[src/rtl/cpu_pkg.sv]
// Shared CPU definitions: ALU op codes, forward-select encoding and the ID/EX payload.
package cpu_pkg;

  localparam int XLEN = 32;
  localparam int RAW  = 5;

  localparam logic [3:0] ALU_ADD   = 4'b0000;
  localparam logic [3:0] ALU_SUB   = 4'b0001;
  localparam logic [3:0] ALU_AND   = 4'b0010;
  localparam logic [3:0] ALU_OR    = 4'b0011;
  localparam logic [3:0] ALU_XOR   = 4'b0100;
  localparam logic [3:0] ALU_SLL   = 4'b0101;
  localparam logic [3:0] ALU_SRL   = 4'b0110;
  localparam logic [3:0] ALU_SRA   = 4'b0111;
  localparam logic [3:0] ALU_SLT   = 4'b1000;
  localparam logic [3:0] ALU_SLTU  = 4'b1001;
  localparam logic [3:0] ALU_PASSB = 4'b1010;

  typedef enum logic [1:0] {
    FWD_REG,
    FWD_MEM,
    FWD_WB
  } fwd_sel_t;

  typedef struct packed {
    logic            valid;
    logic            reg_write;
    logic            mem_read;
    logic            mem_write;
    logic            alu_src_a;
    logic            alu_src_b;
    logic [3:0]      alu_ctrl;
    logic [RAW-1:0]  rs1;
    logic [RAW-1:0]  rs2;
    logic [RAW-1:0]  rd;
    logic [XLEN-1:0] pc;
    logic [XLEN-1:0] imm;
    logic [XLEN-1:0] rd1;
    logic [XLEN-1:0] rd2;
  } idex_t;

  // All-zero payload: no side effects, and Rs=0 so no forward can ever match.
  localparam idex_t BUBBLE = '0;

endpackage

[src/rtl/forward_unit.sv]
// Picks the freshest source for one E-stage register index; MEM beats WB, x0 never forwards.
module forward_unit
  import cpu_pkg::*;
#(
  parameter int REG_ADDR_WIDTH = RAW
) (
  input  logic [REG_ADDR_WIDTH-1:0] rs,
  input  logic [REG_ADDR_WIDTH-1:0] rd_m,
  input  logic                      reg_write_m,
  input  logic [REG_ADDR_WIDTH-1:0] rd_w,
  input  logic                      reg_write_w,
  output fwd_sel_t                  sel
);

  always_comb begin
    sel = FWD_REG;
    if (reg_write_m && (rd_m != '0) && (rd_m == rs)) begin
      sel = FWD_MEM;
    end else if (reg_write_w && (rd_w != '0) && (rd_w == rs)) begin
      sel = FWD_WB;
    end
  end

endmodule

[src/rtl/id_ex_operand_stage.sv]
// ID/EX register with load-use stall, bubble insertion and MEM/WB operand forwarding.
module id_ex_operand_stage
  import cpu_pkg::*;
#(
  parameter int DATA_WIDTH     = XLEN,
  parameter int REG_ADDR_WIDTH = RAW
) (
  input  logic                      clk,
  input  logic                      rst,
  input  logic                      Flush,
  input  logic                      HoldE,
  input  logic                      ValidD,
  input  logic [DATA_WIDTH-1:0]     RD1D,
  input  logic [DATA_WIDTH-1:0]     RD2D,
  input  logic [DATA_WIDTH-1:0]     ImmExtD,
  input  logic [DATA_WIDTH-1:0]     PCD,
  input  logic [REG_ADDR_WIDTH-1:0] Rs1D,
  input  logic [REG_ADDR_WIDTH-1:0] Rs2D,
  input  logic [REG_ADDR_WIDTH-1:0] RdD,
  input  logic [3:0]                ALUctrlD,
  input  logic                      ALUSrcAD,
  input  logic                      ALUSrcBD,
  input  logic                      RegWriteD,
  input  logic                      MemReadD,
  input  logic                      MemWriteD,
  input  logic [REG_ADDR_WIDTH-1:0] RdM,
  input  logic                      RegWriteM,
  input  logic [DATA_WIDTH-1:0]     ALUResultM,
  input  logic [REG_ADDR_WIDTH-1:0] RdW,
  input  logic                      RegWriteW,
  input  logic [DATA_WIDTH-1:0]     ResultW,
  output logic [DATA_WIDTH-1:0]     ALUop1,
  output logic [DATA_WIDTH-1:0]     ALUop2,
  output logic [3:0]                ALUctrl,
  output logic [DATA_WIDTH-1:0]     WriteDataE,
  output logic [DATA_WIDTH-1:0]     PCE,
  output logic [REG_ADDR_WIDTH-1:0] RdE,
  output logic                      RegWriteE,
  output logic                      MemReadE,
  output logic                      MemWriteE,
  output logic                      ValidE,
  output logic                      StallD
);

  idex_t    idex_q, idex_d;
  logic     hazard;
  fwd_sel_t sel_a, sel_b;
  logic [DATA_WIDTH-1:0] fwd_a, fwd_b;

  function automatic logic [DATA_WIDTH-1:0] fwd_mux(input fwd_sel_t sel,
                                                    input logic [DATA_WIDTH-1:0] reg_val,
                                                    input logic [DATA_WIDTH-1:0] mem_val,
                                                    input logic [DATA_WIDTH-1:0] wb_val);
    case (sel)
      FWD_MEM: fwd_mux = mem_val;
      FWD_WB:  fwd_mux = wb_val;
      default: fwd_mux = reg_val;
    endcase
  endfunction

  // Load in E whose destination is read by the instruction in D: its data is not ready yet.
  always_comb begin
    hazard = idex_q.mem_read && idex_q.valid && (idex_q.rd != '0) && ValidD &&
             ((idex_q.rd == Rs1D) || (idex_q.rd == Rs2D));
    StallD = (hazard || HoldE) && !Flush;
  end

  always_comb begin
    idex_d = idex_q;
    if (Flush) begin
      idex_d = BUBBLE;
    end else if (HoldE) begin
      idex_d = idex_q;
    end else if (hazard || !ValidD) begin
      idex_d = BUBBLE;
    end else begin
      idex_d.valid     = 1'b1;
      idex_d.reg_write = RegWriteD;
      idex_d.mem_read  = MemReadD;
      idex_d.mem_write = MemWriteD;
      idex_d.alu_src_a = ALUSrcAD;
      idex_d.alu_src_b = ALUSrcBD;
      idex_d.alu_ctrl  = ALUctrlD;
      idex_d.rs1       = Rs1D;
      idex_d.rs2       = Rs2D;
      idex_d.rd        = RdD;
      idex_d.pc        = PCD;
      idex_d.imm       = ImmExtD;
      idex_d.rd1       = RD1D;
      idex_d.rd2       = RD2D;
    end
  end

  // ---- D -> E register boundary ----
  always_ff @(posedge clk or posedge rst) begin
    if (rst) begin
      idex_q <= BUBBLE;
    end else begin
      idex_q <= idex_d;
    end
  end

  forward_unit #(.REG_ADDR_WIDTH(REG_ADDR_WIDTH)) u_fwd_a (
    .rs          (idex_q.rs1),
    .rd_m        (RdM),
    .reg_write_m (RegWriteM),
    .rd_w        (RdW),
    .reg_write_w (RegWriteW),
    .sel         (sel_a)
  );

  forward_unit #(.REG_ADDR_WIDTH(REG_ADDR_WIDTH)) u_fwd_b (
    .rs          (idex_q.rs2),
    .rd_m        (RdM),
    .reg_write_m (RegWriteM),
    .rd_w        (RdW),
    .reg_write_w (RegWriteW),
    .sel         (sel_b)
  );

  // ---- E stage: operand select feeding the ALU ----
  always_comb begin
    fwd_a      = fwd_mux(sel_a, idex_q.rd1, ALUResultM, ResultW);
    fwd_b      = fwd_mux(sel_b, idex_q.rd2, ALUResultM, ResultW);
    ALUop1     = idex_q.alu_src_a ? idex_q.pc  : fwd_a;
    ALUop2     = idex_q.alu_src_b ? idex_q.imm : fwd_b;
    WriteDataE = fwd_b;
    ALUctrl    = idex_q.alu_ctrl;
    PCE        = idex_q.pc;
    RdE        = idex_q.rd;
    RegWriteE  = idex_q.reg_write;
    MemReadE   = idex_q.mem_read;
    MemWriteE  = idex_q.mem_write;
    ValidE     = idex_q.valid;
  end

endmodule
[config.mk]
export PLATFORM = sky130hd
export DESIGN_NAME = id_ex_operand_stage
export DESIGN_NICKNAME = d
export VERILOG_FILES = /design/src/rtl/cpu_pkg.sv /design/src/rtl/forward_unit.sv /design/src/rtl/id_ex_operand_stage.sv
export SDC_FILE = /design/constraint.sdc
export NUM_CORES = 1
export LEC_CHECK = 0
export CORE_MARGIN = 8
export CORE_UTILIZATION = 44
export DETAILED_ROUTE_END_ITERATION = 7
export PLACE_DENSITY_LB_ADDON = 0.1
export RECOVER_POWER = 50
export SYNTH_ARGS = -nofsm -noshare
export SYNTH_HDL_FRONTEND = slang
export SYNTH_SLANG_ARGS = --single-unit
export TNS_END_PERCENT = 100
[constraint.sdc]
create_clock -name clk -period 6.7 [get_ports clk]
set_input_delay 1.34 -clock clk [delete_from_list [all_inputs] [get_ports clk]]
set_output_delay 1.34 -clock clk [all_outputs]
set_load 0.02 [all_outputs]
# Word-level counts from Yosys, hierarchy flattened
# Cells that the tools add are included.
dict set report op_classes {
  eq_ne 11
  n_mux 11
  n_reduce_logical 19
}
# operator n
set ops {}
lappend ops {{$mux W153} 3}
lappend ops {{$pmux W32 S2} 2}
lappend ops {{$mux W32} 2}
lappend ops {{$eq A5 B5 Y1} 6}
lappend ops {{$reduce_bool A5 Y1} 3}
lappend ops {{$logic_and A1 B1 Y1} 11}
lappend ops {{$mux W2} 4}
lappend ops {{$eq A2 B1 Y1 const B} 2}
lappend ops {{$eq A2 B2 Y1 const B} 2}
lappend ops {{$logic_or A1 B1 Y1} 3}
lappend ops {{$logic_not A1 Y1} 2}
lappend ops {{$ne A2 B2 Y1 const B} 1}
dict set report totals {
  word_cells 55
  regBits 153
  output_inout_bits 142
}

# Longest topological paths before layout
dict set report depth {
  ltp_word 8
  depth_mapped 7
  ltp_nobuf 5
}

# By module
# Synthesis repeated with hierarchy kept, for this count alone.
dict set report unflattened {
  cells_unflattened 1128
  area_unflattened_um2 10291.1
}
# module instances seq_area_each_um2 area_each_um2 cells_per_inst
set modules_own_cells {}
lappend modules_own_cells {id_ex_operand_stage 1 3828.7 9988.3 1088}
lappend modules_own_cells {forward_unit 2 0.0 151.4 20}

# Least setup slack after synthesis
# Ideal clock, no wire load.
dict set report synth_timing {
  kind {input-to-output}
  start {input RdW[0]}
  end {output ALUop1[10]}
  stages 7
  path_slack_ps 2271
  t_arrival_ps 3089
  n_path_buf 2
  path_cell_list {or4_1 > o21ai_1 > or4b_1 > buf_2 > buf_4 > a221oi_1 > o31ai_1}
}
dict set report synth_between {
  elab_chain_len 8
  elab_cells_between_ends 10
  classes_between {eq/ne: 3; mux: 4; reduce/logical: 3}
}
# element line_no
set synth_rtl {}
lappend synth_rtl {{start, declared} id_ex_operand_stage.sv:29} ;# input logic [REG_ADDR_WIDTH-1:0] RdW,
lappend synth_rtl {{$reduce_bool A5 Y1} forward_unit.sv:19} ;# end else if (reg_write_w && (rd_w != '0) && (rd_w == rs)) begin
lappend synth_rtl {{$logic_and A1 B1 Y1} forward_unit.sv:19}
lappend synth_rtl {{$logic_and A1 B1 Y1 *} forward_unit.sv:19}
lappend synth_rtl {{$mux W2 *} forward_unit.sv:19}
lappend synth_rtl {{$mux W2 *} forward_unit.sv:17} ;# if (reg_write_m && (rd_m != '0) && (rd_m == rs)) begin
lappend synth_rtl {{$eq A2 B2 Y1 / $eq A2 B1 Y1 (equally long branches)} id_ex_operand_stage.sv:54} ;# case (sel)
lappend synth_rtl {{$pmux W32 S2 *} id_ex_operand_stage.sv:54}
lappend synth_rtl {{$mux W32 *} id_ex_operand_stage.sv:125} ;# ALUop1 = idex_q.alu_src_a ? idex_q.pc : fwd_a;
lappend synth_rtl {{end, declared} id_ex_operand_stage.sv:32} ;# output logic [DATA_WIDTH-1:0] ALUop1,
# Mark *: on every way between the ends. The rest lies on a longest branch, timed or not.

# Worst setup path after layout
dict set report layout_timing {
  start {input RdW[0]}
  end {output ALUop1[27]}
}
# Same word-level chain as after synthesis.

==> results.py <==
metrics = {
    "run_status": {
        "status": "finished, violations left",
        "violations": "capacitance limit, slew limit",
    },
    "synth": {
        "synth_top_area_share": 0.353,
        "syn_inst": 1162,
        "synth_cell_types": 35,
        "ys_warn_count": 0,
        "ys_ff_latch": 153,
        "syn-num-nets": 1395,
        "yosysTopAreaCell": "dfrtp_1",
        "yosysSeqAreaShare": 0.353,
        "syn_area_per_cell_um2": 9.34,
        "synth.area.top_cells": "dfrtp_1 35%, nand3b_1 10%, o41ai_2 9.0%, o41ai_1 7.4%, a221oi_2 6.2%",
        "syn_area_mm2": 0.0109,
    },
    "finish": {
        "final_common_cell": "clkdlybuf4s50_1",
        "mostFrequentLayoutCells": "326 x clkdlybuf4s50_1, 152 x inv_1, 151 x dfrtp_1, 147 x nand3b_1, 98 x nor2_1",
        "drive_gt1_frac": 0.125,
        "syn2layout_area_growth_pct": 36.5,
        "final_nets": 1639,
        "stdcell_area_mm2": 0.0148,
    },
    "job": {
        "cap_violations": 3,
    },
    "clock_network": {
        "clockBufferDepth": 2,
        "cts_tree": "built",
        "cts_hold_buf": 0,
        "cts_max_level": 4,
        "cts.reportedPaths.clkPinSlew_ns": 0.07,
        "clkSinkCount": 153,
        "cts_root_buf": "clkbuf_16",
        "clk_latency_ns": 0.43,
        "cts_setup_buffers": 0,
        "post_cts_resize_count": 0,
        "cts_made_buffers": 17,
    },
    "route": {
        "drt_iter0_drc": 862,
        "ant_nets": 0,
        "dr.pass1.iters": 5,
        "postRouteWirelength_um": 41300,
        "routed-via-count": 10100,
        "wl_per_cell_um": 23.7,
        "vias_per_cell": 5.80,
        "drc_errors": 0,
    },
    "placement": {
        "post_dp_cell_area_mm2": 0.0143,
        "portBuffers": 374,
        "dp_hpwl_um": 28400,
        "place.gp.congestion": 0.857,
    },
    "worst_setup_path": {
        "critPathMaxFanout": 23,
        "critPathRequiredTime_ns": 5.36,
        "critical_path_class": "input port to output port",
        "worst_setup_path_start_kind": "input port",
        "crit_arrival_ns": 4.69,
        "critPathMaxStageDelay_ns": 0.69,
        "crit_top_cell": "clkdlybuf4s50_1",
        "end_kind": "output port",
        "slowest_stage": "clkdlybuf4s50_1",
        "path_cells": "clkdlybuf4s50_1 -> or4_1 -> o21ai_1 -> or4b_2 -> buf_4 -> a221oi_2 -> o31ai_1 -> clkdlybuf4s50_1",
    },
    "global_routing": {
        "grt_first_pass_wirelength_um": 64100,
        "antenna_found_initial": 4,
        "grtUsageMet1": 0.343,
        "grt_pass1_vias": 10500,
        "grt_usage": 0.269,
        "overflow": 0,
        "top_usage_layer": "met2",
        "use_met2": 0.422,
        "grt_max_degree": 89,
        "globalRouteMet3Util": 0.0845,
    },
    "power_and_ir_drop": {
        "power.density_mw_per_mm2": 169,
        "p_leak_nw": 6.42,
        "peakVddDrop_mv": 0.120,
        "power_mw": 2.50,
    },
    "sta": {
        "max_clock_freq_mhz": 166,
        "relSlewSlack": -1.51,
        "whs_ns": 0.471,
        "drv_slew": 237,
        "fin_crit_sh": 0.899,
        "setup_tns_ns": 0,
        "finalCriticalPeriod_ns": 6.03,
        "worst_pin_slew_ns": 3.74,
        "rsz0062_at_grt": "false",
        "hold_viol": 0,
        "setup_viol": 0,
        "fin_skew_ns": 0.0140,
    },
    "floorplan": {
        "die_area_mm2": 0.0299,
        "die_h_um": 173,
        "initial_core_util": 0.448,
        "rows": 57,
        "core_mm2": 0.0242,
        "fp.dieW_um": 173,
        "ios": 375,
    },
    "min_path": {
        "hold_class": "flip-flop to flip-flop",
    },
}
## report_power, final
group	internal, mW	switching (mW)
Clock	0.499	0.424
Sequential	0.959	0.0320
Combinational	0.294	0.298
Total	1.75	0.753
## flip-flops by register name (all words and copies together), names as in the netlist
name / flops
RegWriteE: 1
PCE: 32
idex_q: 108
ValidE: 1
RdE: 5
ALUctrl: 4
MemWriteE: 1
MemReadE: 1
## logic make-up (layout without fill, tap and decap cells)
family,after synthesis,count (layout),synth area share
xor+xnor,30,30,0.0242
flops,153,153,0.353
simple gates,370,370,0.192
buf+inv,322,579,0.139
other cells,0,3,0
compound gates,287,287,0.291
## worst max-delay path: cells and delay by family
| kind | cells | cell delay [ns] |
|---|---|---|
| buf+inv | 3 | 1.50 |
| compound gates | 3 | 0.61 |
| simple gates | 2 | 1.22 |
## synthesized netlist by cell type
library cell and instances:
dfrtp_1 153, inv_1 153, nand3b_1 147, nor2_1 100, o41ai_1 92, clkbuf_1 83
nand2_1 73, o31ai_1 65, o41ai_2 60, buf_4 48, a221oi_2 45, and2_1 23
buf_2 22, xnor2_1 21, a221oi_1 19, buf_6 13, and2_4 9, xor2_1 9
buf_1 3, nand3_1 3, nor3_1 3, or4_1 3, nand4_1 2, or3_1 2
a21oi_2 1, nand2b_1 1, nor2b_1 1, nor4_1 1, o2111ai_1 1, o211ai_1 1
o21a_2 1, o21ai_1 1, o21ba_2 1, or2_2 1, or4b_1 1
## layout make-up
| cell class | instances | area, µm² |
|---|---|---|
| clock buffer | 21 | 460 |
| multi-input combinational | 687 | 5530 |
| clock inverter | 11 | 88.8 |
| fill | 2135 | 9430 |
| tap | 324 | 405 |
| sequential | 153 | 3830 |
| timing repair buffer | 394 | 3910 |
| inverter | 153 | 576 |
| antenna | 3 | 7.51 |
## metal layers
layer,vias up,wire (µm),share of wire
li1,4670,-,-
met1,4956,17600,0.43
met2,426,19000,0.46
met3,73,3450,0.083
met4,4,1270,0.031
met5,-,23,0.00056
## metrics by stage
stage / utilization / setup slack [ns] / std cells
floorplan: - / 1.24 / 1162
global placement: 0.589 / 0.824 / 1711
detailed placement: 0.589 / 0.723 / 1711
CTS: 0.612 / 0.699 / 1743
global route: 0.611 / 0.559 / 1745
finish: 0.611 / 0.675 / 1746
## worst paths after layout
| kind | start | endpoint | slack, ns | depth (start not counted) |
|---|---|---|---|---|
| worst max register to register | RdE[0]$_DFFE_PP0P_ | idex_q[50]$_DFFE_PP0P_ | 3.91 | 6 |
| worst min register to register | RegWriteE$_DFFE_PP0P_ | RegWriteE$_DFFE_PP0P_ | 0.47 | 2 |
| min in group asynchronous | rst | idex_q[79]$_DFFE_PP0P_ | 2.45 | 2 |
| worst min-delay path | RegWriteE$_DFFE_PP0P_ | RegWriteE$_DFFE_PP0P_ | 0.47 | 2 |
| worst max-delay path | RdW[0] | ALUop1[27] | 0.67 | 8 |
| max in group asynchronous | rst | idex_q[148]$_DFFE_PP0P_ | 1.84 | 3 |
No activity file was read; power rests on OpenSTA's default activity.
==> RTL edit (config.mk and constraints unchanged) <==
`RAW`: 5 -> 6.
--- a/src/rtl/cpu_pkg.sv
+++ b/src/rtl/cpu_pkg.sv
@@ -4,3 +4,3 @@
   localparam int XLEN = 32;
-  localparam int RAW  = 5;
+  localparam int RAW  = 6;
 
Ports: changed (6 resized); port bits go from 375 to 381. No check against the original RTL was run, so the function may have changed too.
==> RTL edit against the unedited design <==
- the run still ends with capacitance limit, slew limit left
- combinational power down 11%
- cell area down 12%
- largest cell class unchanged
- power up 3.9%
- register-to-register slack worse by 0.47 ns
- clock skew up 0.00083 ns
- synthesized area down 19%
- routed wire length down 11%
- global-route usage up 2.5 points
- hold slack better by 0.032 ns
- core utilization up 5.8 points
- setup slack better by 0.031 ns
- sequential cell count up 3
- count of clock-buffer cells in the layout up 1
==> RTL edit: results (changes against the unedited design) <==
| Metric | Value |
|---|---|
| Routed vias/inst | `6.13 (was 5.80)` |
| Mux cell area share after synthesis | `4.09% (was 0%)` |
| Setup skew after layout | `0.0148 ns (was 0.0140 ns)` |
| Synth top cells by count | `dfrtp_1, a22o_1, clkbuf_1 (was dfrtp_1, inv_1, nand3b_1)` |
| Pin count of the biggest net entering global routing | `127 (was 89)` |
| Maximum single-stage delay on the critical path | `0.69 ns (about the same)` |
| Outcome | `finished with violations (unchanged)` |
| Number of CTS-inserted buffers | `17 (unchanged)` |
| Number of flip-flops under the largest register name | `110 (was 108)` |
| Buffers added on ports | `380 (was 374)` |
| Post-cts repair resize count | `0 (unchanged)` |
| Synthesized net count | `1103 (was 1395)` |
| Xor/xnor share of the synthesized area | `3.58% (was 2.42%)` |
| Number of global-route vias before repair | `8952 (was 10500)` |
| First-iteration detailed-routing DRC count | `858 (was 862)` |
| Max-slew violations | `110 (was 237)` |
| Async set-or-reset flop fraction in the synthesized netlist | `100% (unchanged)` |
| Synth top area cells | `dfrtp_1, a22o_1, o31ai_1, mux2_2, buf_4 (was dfrtp_1, nand3b_1, o41ai_2, o41ai_1, a221oi_2)` |
| Sequential cell area fraction in the yosys report | `44.3% (was 35.3%)` |
| Final WL | `37000 µm (was 41300 µm)` |
| Max FO, Critical Path | `34 (was 23)` |
| Non-Filler Cell Area, Final | `13100 µm² (was 14800 µm²)` |
| Synthesized instance count | `865 (was 1162)` |
| Signal arrival time at the worst endpoint | `4.65 ns (was 4.69 ns)` |
| Wire length per cell | `25.8 µm (was 23.7 µm)` |
| Total global routing track utilization | `29.4% (was 26.9%)` |
| Max Cap Violations | `1 (was 3)` |
| Failing checks | `capacitance limit, slew limit (unchanged)` |
| First-pass iteration count of the detailed router | `5 (unchanged)` |
| Adder-cell area share of the yosys netlist | `0% (unchanged)` |
| Number of filler instances in the final layout | `1647 (was 2135)` |
| Final layout net count | `1384 (was 1639)` |
| Slew at the pin closest to its max-slew limit | `4.26 ns (was 3.74 ns)` |
| Number of library cell types mapped by synthesis | `33 (was 35)` |
| Pre-CTS setup slack | `0.737 ns (was 0.723 ns)` |
| Count of synthesis-stage warnings from yosys | `0 (unchanged)` |
| Number of antenna violations at the first check in global routing | `9 (was 4)` |
| First-pass GRT wire length | `55400 µm (was 64100 µm)` |
| P_leak | `5.39 nW (was 6.42 nW)` |
| Max rail drop VDD | `151 µV (was 120 µV)` |
| Instance area after placement | `12500 µm² (was 14300 µm²)` |
| Proportion of layout cells with a drive suffix above 1 | `7.85% (was 12.5%)` |
| Compound-gate portion of the synthesized area | `28.6% (was 29.1%)` |
| Detail Placement HPWL | `26200 µm (was 28400 µm)` |
| Last weighted congestion value of the routability-driven placer | `0.913 (was 0.857)` |
| Insertion delay of the later-clocked pin in the worst-skew pair | `0.43 ns (about the same)` |
## RTL edit: report_power, final
| part | switching [mW] | internal, mW |
|---|---|---|
| clock network | 0.413 | 0.654 |
| registers | 0.0324 | 0.977 |
| logic | 0.256 | 0.269 |
## RTL edit: kinds of logic after synthesis
| family | count (synthesis) |
|---|---|
| AND/OR/NAND/NOR | 191 |
| XOR/XNOR | 36 |
| flip-flops | 156 |
| AO/OA/AOI/OAI | 309 |
| buffers and inverters | 141 |
| multiplexers | 32 |
## RTL edit: worst paths after layout
path,start,to,slack (ns),cells past startpoint
worst max register to register,RdE[0]$_DFFE_PP0P_,idex_q[55]$_DFFE_PP0P_,3.44,5
worst min register to register,idex_q[43]$_DFFE_PP0P_,idex_q[43]$_DFFE_PP0P_,0.50,1
worst max-delay path,RdM[5],ALUop1[0],0.71,9
worst min-delay path,idex_q[43]$_DFFE_PP0P_,idex_q[43]$_DFFE_PP0P_,0.50,1
min in group asynchronous,rst,idex_q[65]$_DFFE_PP0P_,2.97,2
max in group asynchronous,rst,idex_q[36]$_DFFE_PP0P_,1.30,2
## RTL edit: layout make-up
cell class              instances  share of cell area, %
clock buffers                  22                   3.62
clock inverters                10                   1.23
flip-flops and latches        156                   29.8
multi-input cells             568                   32.1
well taps                     265                   2.53
diodes                          6                  0.115
inverters                       2                 0.0573
repair buffers                401                   30.5
## RTL edit: layer usage
layer	track usage, %	up-vias	share of wire (%)
met5	0	-	0.097
met4	12.1	6	3.2
met3	7.70	76	9.5
met2	47.2	537	48
met1	37.0	4279	40
li1	-	3869	-
